$ cat config.mk
export PLATFORM = sky130hd
export DESIGN_NAME = trig_scheduler
export DESIGN_NICKNAME = d
export VERILOG_FILES = /design/src/rtl/trig_scheduler.sv
export SDC_FILE = /design/constraint.sdc
export NUM_CORES = 1
export LEC_CHECK = 0
export ABC_CLOCK_PERIOD_IN_PS = 8050
export CORE_ASPECT_RATIO = 0.7
export CORE_UTILIZATION = 45
export CTS_CLUSTER_DIAMETER = 80
export DETAILED_ROUTE_END_ITERATION = 10
export GPL_TIMING_DRIVEN = 0
export MAX_ROUTING_LAYER = met4
export PLACE_DENSITY = 0.83
export SYNTH_ARGS = -nofsm -noshare
export SYNTH_HDL_FRONTEND = slang
export SYNTH_SLANG_ARGS = --single-unit
$ cat constraint.sdc
create_clock -name clk -period 8.05 [get_ports clk]
set_input_delay 1.2075 -clock clk [delete_from_list [all_inputs] [get_ports clk]]
set_output_delay 1.2075 -clock clk [all_outputs]
set_load 0.005 [all_outputs]
$ cat src/rtl/trig_scheduler.sv
// trig_scheduler: round-robin trigger arbiter with readout handshake, busy timeout, holdoff and counters
module trig_scheduler #(
  parameter int NUM_SRC = 4,
  parameter int CNT_WIDTH = 16,
  parameter int HOLDOFF_WIDTH = 16,
  parameter int BUSY_TIMEOUT = 8
) (
  input  logic                       clk,
  input  logic                       rst,
  input  logic                       global_en,
  input  logic [NUM_SRC-1:0]         src_trig,
  input  logic [NUM_SRC-1:0]         src_en,
  input  logic [HOLDOFF_WIDTH-1:0]   holdoff_cycles,
  input  logic                       readout_busy,
  output logic                       readout_start,
  output logic [$clog2(NUM_SRC)-1:0] grant_id,
  output logic [CNT_WIDTH-1:0]       accepted_count,
  output logic [CNT_WIDTH-1:0]       dropped_count,
  output logic                       err_no_busy,
  output logic                       sched_busy
);
  localparam int IW = $clog2(NUM_SRC);
  localparam int TW = $clog2(BUSY_TIMEOUT + 1);
  typedef enum logic [1:0] {IDLE, WAIT_BUSY, BUSY, HOLDOFF} state_t;
  state_t state, state_nx;
  logic [NUM_SRC-1:0] prev, pending, pending_nx, edges, clr, drops;
  logic [IW-1:0] ptr, gnt, idx;
  logic found, grant, timeout;
  logic [TW-1:0] wait_cnt;
  logic [HOLDOFF_WIDTH-1:0] hold_cnt;
  logic [CNT_WIDTH:0] drop_sum;
  assign edges = src_trig & ~prev & src_en & {NUM_SRC{global_en}};
  assign grant = state == IDLE && global_en && found;
  assign clr = grant ? NUM_SRC'(1) << gnt : '0;
  assign drops = edges & pending & ~clr;
  assign pending_nx = (pending & ~clr & src_en & {NUM_SRC{global_en}}) | edges;
  assign drop_sum = {1'b0, dropped_count} + (CNT_WIDTH + 1)'($countones(drops));
  assign timeout = wait_cnt == TW'(BUSY_TIMEOUT - 1);
  assign sched_busy = state != IDLE;
  always_comb begin
    found = 1'b0;
    gnt = '0;
    idx = '0;
    for (int k = NUM_SRC - 1; k >= 0; k--) begin
      idx = IW'((int'(ptr) + k) % NUM_SRC);
      if (pending[idx]) begin
        found = 1'b1;
        gnt = idx;
      end
    end
  end
  always_comb begin
    state_nx = state;
    case (state)
      IDLE:      state_nx = grant ? WAIT_BUSY : IDLE;
      WAIT_BUSY: state_nx = readout_busy ? BUSY : timeout ? HOLDOFF : WAIT_BUSY;
      BUSY:      state_nx = readout_busy ? BUSY : holdoff_cycles == '0 ? IDLE : HOLDOFF;
      HOLDOFF:   state_nx = hold_cnt <= HOLDOFF_WIDTH'(1) ? IDLE : HOLDOFF;
      default:   state_nx = IDLE;
    endcase
  end
  always_ff @(posedge clk) begin
    if (rst) begin
      state          <= IDLE;
      prev           <= src_trig;
      pending        <= '0;
      ptr            <= '0;
      grant_id       <= '0;
      readout_start  <= 1'b0;
      accepted_count <= '0;
      dropped_count  <= '0;
      err_no_busy    <= 1'b0;
      wait_cnt       <= '0;
      hold_cnt       <= '0;
    end else begin
      state         <= state_nx;
      prev          <= src_trig;
      pending       <= pending_nx;
      readout_start <= grant;
      if (grant) begin
        grant_id       <= gnt;
        ptr            <= gnt == IW'(NUM_SRC - 1) ? '0 : gnt + IW'(1);
        accepted_count <= accepted_count + CNT_WIDTH'(1);
      end
      dropped_count <= drop_sum[CNT_WIDTH] ? '1 : drop_sum[CNT_WIDTH-1:0];
      wait_cnt      <= state == WAIT_BUSY ? wait_cnt + TW'(1) : '0;
      err_no_busy   <= err_no_busy | (state == WAIT_BUSY && !readout_busy && timeout);
      hold_cnt      <= (state_nx == HOLDOFF && state != HOLDOFF) ? holdoff_cycles :
                       (state == HOLDOFF && hold_cnt != '0) ? hold_cnt - HOLDOFF_WIDTH'(1) : hold_cnt;
    end
  end
endmodule

## Yosys cells after proc, flatten, opt, wreduce, memory -nomap -nowiden

Index checks and enable logic that the tools add are counted.

| storage, ports and cells | value |
|---|---|
| output and inout port bits | 37 |
| flip-flop bits (word level) | 68 |
| input port bits | 28 |
| logic and storage cells | 89 |

| operators by class | value |
|---|---|
| equality and inequality tests | 7 |
| shifts and indexed selects | 1 |
| magnitude comparators | 5 |
| multiplexer cells | 28 |
| reductions and logical operators | 13 |
| add/subtract/negate cells | 11 |
| bitwise operators | 13 |

Operators by type and width:

| cell | count |
|---|---|
| 2-to-1 mux 16 bit | 3 |
| AND 4 bit | 8 |
| 2-to-1 mux 2 bit | 10 |
| adder 16 x 3 -> 17 bit | 1 |
| adder 16 x 1 -> 16 bit, second input constant | 1 |
| <= comparator 16 x 1 -> 1 bit, second input constant | 1 |
| zero test 16 bit | 1 |
| nonzero test 16 bit | 1 |
| subtractor 16 x 1 -> 16 bit, second input constant | 1 |
| less-than comparator 2 x 3 -> 1 bit, second input constant | 4 |
| 2-to-1 mux 1 bit | 9 |
| binary-select mux 1 bit (select 2 bit) | 4 |
| == test 2 bit, second input constant | 4 |
| NOT 4 bit | 2 |
| one-hot mux 2 bit (4 select lines) | 1 |
| logical AND 1 bit | 6 |
| adder 1 x 1 -> 2 bit | 2 |
| adder 2 x 1 -> 2 bit, second input constant | 2 |
| adder 2 bit, second input constant | 2 |
| adder 4 x 1 -> 4 bit, second input constant | 1 |
| == test 4 x 3 -> 1 bit, second input constant | 1 |
| 2-to-1 mux 4 bit | 1 |
| OR 4 bit | 1 |
| nonzero test 2 bit | 2 |
| other kinds (9) | 9 |

## Depth between registers and ports, before layout

Gate-level depths: netlist of run 1.

| depth | value |
|---|---|
| word-level depth | 15 |
| mapped depth | 16 |
| mapped depth without buffers | 15 |

## Worst setup path after synthesis of run 1

OpenSTA, ideal clock, no wires.

| path | value |
|---|---|
| path kind | input -> register |
| start | input global_en |
| end | register dropped_count[10] |
| data arrival time | 4.112 ns |
| setup time | 0.071 ns |
| stages | 14 |
| slack | 3.868 ns |
| path through | buf_2 nand2b_1 nor3_2 a21oi_1 nand4_1 fa_1 fa_1 inv_1 fa_1 nand3_1 nor2_1 nand3_1 clkbuf_1 a21oi_1 |

| on the way | value |
|---|---|
| word-level cells in the longest chain between the ends | 9 |
| elaborated cells on any way between the ends | 12 |

Ends and longest elaborated chain:

| element | RTL line | source |
|---|---|---|
| from (decl) | 10 | `input logic global_en,` |
| logical AND 1 bit (2 in series) | 33 | `assign grant = state == IDLE && global_en && found;` |
| 2-to-1 mux 4 bit | 34 | `assign clr = grant ? NUM_SRC'(1) << gnt : '0;` |
| NOT 4 bit | 35 | `assign drops = edges & pending & ~clr;` |
| AND 4 bit * | 35 |  |
| adder 1 x 1 -> 2 bit (not written as such) | 37 | `assign drop_sum = {1'b0, dropped_count} + (CNT_WIDTH + 1)'($countones(drops));` |
| adder 2 x 2 -> 3 bit (not written as such) * | 37 |  |
| adder 16 x 3 -> 17 bit * | 37 |  |
| 2-to-1 mux 16 bit * | 85 | `dropped_count <= drop_sum[CNT_WIDTH] ? '1 : drop_sum[CNT_WIDTH-1:0];` |
| to (signal assigned) | 85 |  |
| to (decl) | 18 | `output logic [CNT_WIDTH-1:0] dropped_count,` |

Every way passes the cells marked *; elsewhere a longest branch is shown, timed or not.
A chain may end at the register's enable or synchronous reset.

## Worst setup path after layout of run 1

| path | value |
|---|---|
| start | input global_en |
| end | register dropped_count[5] |

Same word-level chain as after synthesis.

==> results of run 1 <==
[through the flow]
stage	util	instance area [sq um]	cells	hold WS, ns
global placement	0.570	4150	548	0.431
floorplan	-	3400	387	0.418
finish	0.593	4320	564	0.456
global route	0.593	4320	564	0.479
CTS	0.593	4320	564	0.459
detailed placement	0.570	4150	548	0.450
[registers in the layout, summed over array words and instances (netlist names), 4 cells and up]
| name | count |
|---|---|
| prev | 4 |
| dropped_count | 16 |
| hold_cnt | 16 |
| pending | 4 |
| accepted_count | 16 |
| wait_cnt | 4 |
[cells in the mapped netlist, drive strengths merged (12+ instances only)]
cell / number
a21oi: 33
clkbuf: 12
dfxtp: 68
inv: 24
nand2: 13
nand4: 16
nor2: 45
nor4: 14
xnor2: 20
xor2: 17
[placed cells by master (no fill, tap or decap), types with 3 or more instances in the layout]
master | synthesis | layout
mux2i_1 | 3 | 3
a211oi_1 | 10 | 10
or4_1 | 3 | 3
dfxtp_1 | 68 | 68
nor3_1 | 9 | 9
clkbuf_8 | 0 | 10
clkbuf_1 | 12 | 13
nand3_1 | 10 | 10
and3_1 | 7 | 7
and4_1 | 3 | 3
fa_1 | 3 | 3
xor2_1 | 17 | 17
clkdlybuf4s50_1 | 0 | 63
nand2b_1 | 5 | 5
nand4_1 | 16 | 16
a22oi_1 | 3 | 3
o211ai_1 | 3 | 3
clkinv_2 | 0 | 4
nor4_1 | 11 | 11
inv_1 | 24 | 24
ha_1 | 9 | 9
o21ai_0 | 8 | 8
buf_2 | 3 | 3
o2111a_1 | 4 | 4
a31oi_1 | 3 | 3
a21oi_1 | 33 | 33
or3_1 | 6 | 6
nor2b_1 | 7 | 7
nor2_1 | 45 | 45
xnor2_1 | 20 | 20
and2_1 | 3 | 3
nand2_1 | 13 | 13
[cell type report]
type,count,share of cell area
Multi-Input combinational cell,279,0.434
Sequential cell,68,0.315
Tap cell,98,0.0284
Clock inverter,5,0.00637
Timing Repair Buffer,63,0.146
Buffer,16,0.0165
Inverter,24,0.0209
Clock buffer,11,0.0327
[cell families (layout without fill, tap and decap cells)]
logic type               Yosys count  count (layout)  share of synthesized area
AND/OR/NAND/NOR                  150             150                      0.250
XOR/XNOR                          37              37                     0.0954
AO/OA/AOI/OAI                     77              77                      0.147
buffers and inverters             40             119                     0.0475
adder cells (fa/ha/maj)           12              12                     0.0508
multiplexers                       3               3                    0.00884
flip-flops                        68              68                      0.401
[routing by layer]
layer | global-route usage | part of all wire | up-vias
met5 | - | 0 | -
met4 | 0.0895 | 0.013 | 0
met3 | 0.0554 | 0.055 | 10
met2 | 0.350 | 0.46 | 92
met1 | 0.290 | 0.47 | 1490
li1 | - | - | 1530
[worst max path at each step]
stage                                    to  cells after the start       from  slack, ns
after global routing       dropped_count[5]                     14  global_en       3.10
after global placement    dropped_count[10]                     14  global_en       3.26
after CTS                  dropped_count[5]                     14  global_en       3.48
final                      dropped_count[5]                     14  global_en       3.45
after detailed placement   dropped_count[6]                     14  global_en       3.16
after floorplan           dropped_count[10]                     14  global_en       3.87
[worst max-delay path: stages]
cell	delay [ns]
buf_2	0.18
nand2b_1	0.16
nor3_2	0.54
a21oi_1	0.22
nand4_1	0.17
fa_1	0.45
fa_1	0.45
inv_1	0.08
fa_1	0.25
nand3_1	0.23
nor2_1	0.25
nand3_1	0.18
clkbuf_1	0.28
a21oi_1	0.21
[power breakdown]
group	leakage [uW]	total, uW	internal, uW	switching, uW
clock network	0.0000889	243	118	125
registers	0.000550	344	341	3.72
logic	0.000900	56.9	26.7	30.2
==> out/results.tsv, run 1 <==
stage	metric	value	unit
routing	via_per_inst	5.54	
worst_setup_path	r2r_slack	3.66	ns
hold_path	min_from	err_no_busy	
clock_tree	clock-sinks	68	
global_routing	first_global_vias	2820	
synthesis	ys_ff_latch	68	
synthesis	synth.area.top_cells	dfxtp_1, xnor2_1, nor2_1, a21oi_1, xor2_1	
timing	min_period	4.60	ns
timing	rsz0062_at_grt	false	
worst_setup_path	reg2regPathDepth	13	
timing	clock_skew	0.00607	ns
cells_and_area	area_delta_synth_final	27.1	%
pwr	power_density	149	mW/mm^2
cells_and_area	nets	501	
global_routing	grt_use_total	0.227	
cells_and_area	num-fill-cells	666	
synthesis	syn_area	0.00340	sq mm
timing	finalCritPeriodShare	0.571	
clock_tree	clockRootBuffer	clkbuf_8	
timing	fin_setup_tns	0	ns
die	die_w	106	um
routing	firstDrtPassIters	4	
clock_tree	clockBufferDepth	2	
routing	drtIter0Drc	159	
routing	postRouteAntennaNets	0	
clock_tree	postCtsSetupRepairBufs	0	
worst_setup_path	cp_data_required_time	8.32	ns
worst_setup_path	cp-start-kind	primary input	
clock_tree	post_cts_resized	0	
clock_tree	tritoncts	done	
synthesis	yosysTopAreaCell	dfxtp_1	
cells_and_area	n_antenna_cell	0	
synthesis	seq_area_frac_synth	0.401	
status	status	finished clean	
cells_and_area	multi_input_area	0.00188	sq mm
die	start_util	0.466	
synthesis	synth.net_count	427	
timing	layout_setup_ws	3.45	ns
cells_and_area	register_area	0.00136	sq mm
hold_path	hold_end	err_no_busy	
die	core	0.00729	sq mm
global_routing	grt_max_degree	12	
worst_setup_path	critPathKind	primary input to flip-flop	
flow_run	cap_violations	0	
clock_tree	hold_buffers	0	
hold_path	worstHoldPathType	flip-flop to flip-flop	
routing	wl_per_cell	14.5	um
synthesis	syn_avg_cell_area	8.78	sq um
clock_tree	cts_max_level	3	
synthesis	synthArstFlopShare	0	
synthesis	synth_edf_count	0	
die	io_pins	65	
global_routing	grt_pass1_wl	13400	um
synthesis	synth_top_area_share	0.401	
placement	port_buffers	63	
timing	slew_viol_final	0	
worst_setup_path	rr_endpoint	dropped_count[5]	
clock_tree	path_clk_slew	0.07	ns
worst_setup_path	endpoint_kind	flip-flop	
worst_setup_path	worst_ep_arrival_time	4.87	ns
timing	fmax	217	MHz
routing	drc	0	
worst_setup_path	path_max_fanout	10	
timing	worstMarginPinSlew	0.920	ns
worst_setup_path	rr_startpoint	pending[2]	
pwr	ir_drop	75.5	uV
synthesis	synthFlopType	dfxtp_1	
hold_path	hold_path_depth	2	
clock_tree	numCtsBuffers	9	
global_routing	antenna_found_initial	0	
die	die_h	74.7	um
die	die-area	0.00791	sq mm
synthesis	synth.distinct_cells	50	
synthesis	ys_warn_count	0	
cells_and_area	drive_gt1_frac	0.0622	
global_routing	grt-ovfl-total	0	
synthesis	syn_inst	387	
timing	finalSetupViolations	0	
routing	via_count	3122	
placement	dp_slack	3.16	ns
clock_tree	insertion_delay	0.34	ns
die	row_count	26	
routing	drt_wl_total	8150	um
timing	slew_headroom	0.381	
placement	gp_congestion	0.917	
pwr	p_leak	0.00154	uW
placement	dp_hpwl	6280	um
timing	final_hold_viol_count	0	
pwr	p_total	644	uW
No activity file was read; power rests on OpenSTA's default activity.
==> run 2: changes to the inputs <==
--- a/config.mk
+++ b/config.mk
@@ -5,14 +5,14 @@
 export SDC_FILE = /design/constraint.sdc
 export NUM_CORES = 1
 export LEC_CHECK = 0
-export ABC_CLOCK_PERIOD_IN_PS = 8050
+export ABC_CLOCK_PERIOD_IN_PS = 4000
 export CORE_ASPECT_RATIO = 0.7
 export CORE_UTILIZATION = 45
 export CTS_CLUSTER_DIAMETER = 80
 export DETAILED_ROUTE_END_ITERATION = 10
 export GPL_TIMING_DRIVEN = 0
 export MAX_ROUTING_LAYER = met4
-export PLACE_DENSITY = 0.83
+export PLACE_DENSITY = 0.85
 export SYNTH_ARGS = -nofsm -noshare
 export SYNTH_HDL_FRONTEND = slang
 export SYNTH_SLANG_ARGS = --single-unit
==> constraint.sdc (replaced) <==
create_clock -name clk -period 4 [get_ports clk]
set_input_delay 0.6 -clock clk [delete_from_list [all_inputs] [get_ports clk]]
set_output_delay 0.6 -clock clk [all_outputs]
set_load 0.005 [all_outputs]
==> out/results.tsv, run 2 (same netlist as run 1, synthesis figures left out) <==
stage	metric	value	unit
status	status	finished clean	
timing	hold_ws	0.452	ns
worst_setup_path	path_max_fanout	10	
timing	finalSetupViolations	0	
pwr	ir_drop	243	uV
routing	firstDrtPassIters	5	
die	start_util	0.466	
die	die-area	0.00791	sq mm
global_routing	grt_use_total	0.236	
timing	slew_viol_final	0	
global_routing	grt-ovfl-total	0	
pwr	p_leak	0.00158	uW
placement	dp_slack	-0.372	ns
die	io_pins	65	
worst_setup_path	worst_ep_arrival_time	4.00	ns
timing	clock_skew	0.00996	ns
flow_run	cap_violations	0	
clock_tree	cts_max_level	3	
timing	fmax	268	MHz
routing	drt_wl_total	8480	um
die	core	0.00729	sq mm
placement	gp_congestion	0.904	
routing	postRouteAntennaNets	0	
clock_tree	numCtsBuffers	9	
cells_and_area	final_common_cell	dfxtp_1	
hold_path	worstHoldPathType	flip-flop to flip-flop	
clock_tree	tritoncts	done	
timing	final_hold_viol_count	0	
routing	drc	0	
timing	min_period	3.73	ns
global_routing	grt_pass1_wl	14000	um
worst_setup_path	cp_data_required_time	4.27	ns
cells_and_area	n_antenna_cell	0	
placement	port_buffers	63	
pwr	power_density	332	mW/mm^2
worst_setup_path	cp-start-kind	flip-flop	
clock_tree	insertion_delay	0.34	ns
clock_tree	hold_buffers	0	
routing	via_count	3214	
clock_tree	path_clk_slew	0.07	ns
global_routing	busiest_layer	met2	
routing	via_per_inst	5.69	
die	row_count	26	
cells_and_area	nets	502	
routing	drtIter0Drc	219	
hold_path	min_from	err_no_busy	
routing	wl_per_cell	15.0	um
cells_and_area	area_delta_synth_final	31.2	%
worst_setup_path	critPathKind	flip-flop to flip-flop	
clock_tree	clockBufferDepth	2	
worst_setup_path	rr_startpoint	ptr[0]	
timing	finalCritPeriodShare	0.933	
cells_and_area	final_cell_mix	dfxtp_1, clkdlybuf4s50_1, nor2_1	
placement	dp_hpwl	6250	um
global_routing	met2_usage	0.361	
cells_and_area	num-fill-cells	587	
cells_and_area	largest_registers	accepted_count x16, dropped_count x16, hold_cnt x16	
worst_setup_path	setup.worst_path.start	ptr[0]	
timing	worstMarginPinSlew	0.739	ns
clock_tree	clockRootBuffer	clkbuf_8	
global_routing	met3_usage	0.0693	
global_routing	antenna_found_initial	0	
cells_and_area	drive_gt1_frac	0.0878	
worst_setup_path	endpoint_kind	flip-flop	
global_routing	grt_max_degree	12	
timing	slew_headroom	0.503	
timing	rsz0062_at_grt	false	
clock_tree	clock-sinks	68	
timing	layout_setup_ws	0.266	ns
die	die_h	74.7	um
global_routing	use_met1	0.302	
global_routing	first_global_vias	2922	
die	die_w	106	um
[run 2: cell types whose count changed in the layout (fill, tap and decap cells not counted), sizes merged]
cell / previous run / this run
bufinv: 0 / 3
buf: 4 / 6
clkinv: 4 / 2
clkbuf: 23 / 22
clkinvlp: 1 / 0
[run 2: stage by stage]
stage / util / instance area [sq um] / power (uW) / TNS (ns) / instances
floorplan: - / 3400 / 768 / 0 / 387
global placement: 0.570 / 4150 / 817 / -2.24 / 548
detailed placement: 0.570 / 4150 / 822 / -3.57 / 548
CTS: 0.605 / 4410 / 1480 / 0 / 564
global route: 0.612 / 4460 / 1530 / 0 / 565
finish: 0.612 / 4460 / 1480 / 0 / 565
[run 2: per-layer routing]
layer  wire, um  vias to the layer above
met2       3900                      128
met4        118                        0
li1           -                     1536
met3        534                       14
met1       3930                     1536
met5          0                        -
[run 2: what timing repair did]
item                       CTS  global route
setup endpoints to repair   15            16
pin swaps                    0             4
buffers inserted             0             1
resized for setup            7            11
[run 2: critical path, cell delays in order, from the launching register on]
cell     delay (ns)
dfxtp_2        0.36
inv_1          0.06
a221o_1        0.33
a22oi_2        0.22
inv_1          0.11
ha_1           0.23
a21oi_2        0.15
nand4_1        0.16
fa_1           0.53
fa_1           0.45
inv_1          0.09
fa_2           0.23
nand3_4        0.12
nor2_4         0.18
nand3_4        0.11
buf_6          0.17
a21oi_1        0.14
[run 2: worst paths after layout]
kind         slack, ns               end  cells past startpoint
min               0.45       err_no_busy                      2
min reg2reg       0.45       err_no_busy                      2
max reg2reg       0.27  dropped_count[3]                     16
max               0.27  dropped_count[3]                     16
[run 2: layout make-up]
| type | count | area (sq um) | share of cell area |
|---|---|---|---|
| repair buffers | 64 | 638 | 0.143 |
| plain buffers | 16 | 78.8 | 0.0177 |
| inverters | 24 | 90.1 | 0.0202 |
| clock buffers | 11 | 131 | 0.0295 |
| flip-flops and latches | 68 | 1360 | 0.306 |
| well taps | 98 | 123 | 0.0275 |
| clock inverters | 5 | 100 | 0.0225 |
| multi-input cells | 279 | 1930 | 0.434 |
[run 2: power by group]
| part | total, uW | internal (uW) | switching, uW | leakage [uW] |
|---|---|---|---|---|
| Sequential | 693 | 685 | 7.86 | 0.000551 |
| Combinational | 118 | 54.6 | 63.1 | 0.000909 |
| Clock | 667 | 413 | 255 | 0.000117 |
| Total | 1480 | 1150 | 326 | 0.00158 |
==> run 3: changes to the inputs <==
--- a/config.mk
+++ b/config.mk
@@ -16,3 +16,4 @@
 export SYNTH_ARGS = -nofsm -noshare
 export SYNTH_HDL_FRONTEND = slang
 export SYNTH_SLANG_ARGS = --single-unit
+export TNS_END_PERCENT = 1
==> results of run 3 <==
Same layout as run 2: the final DEF is identical, and so are final timing and power.
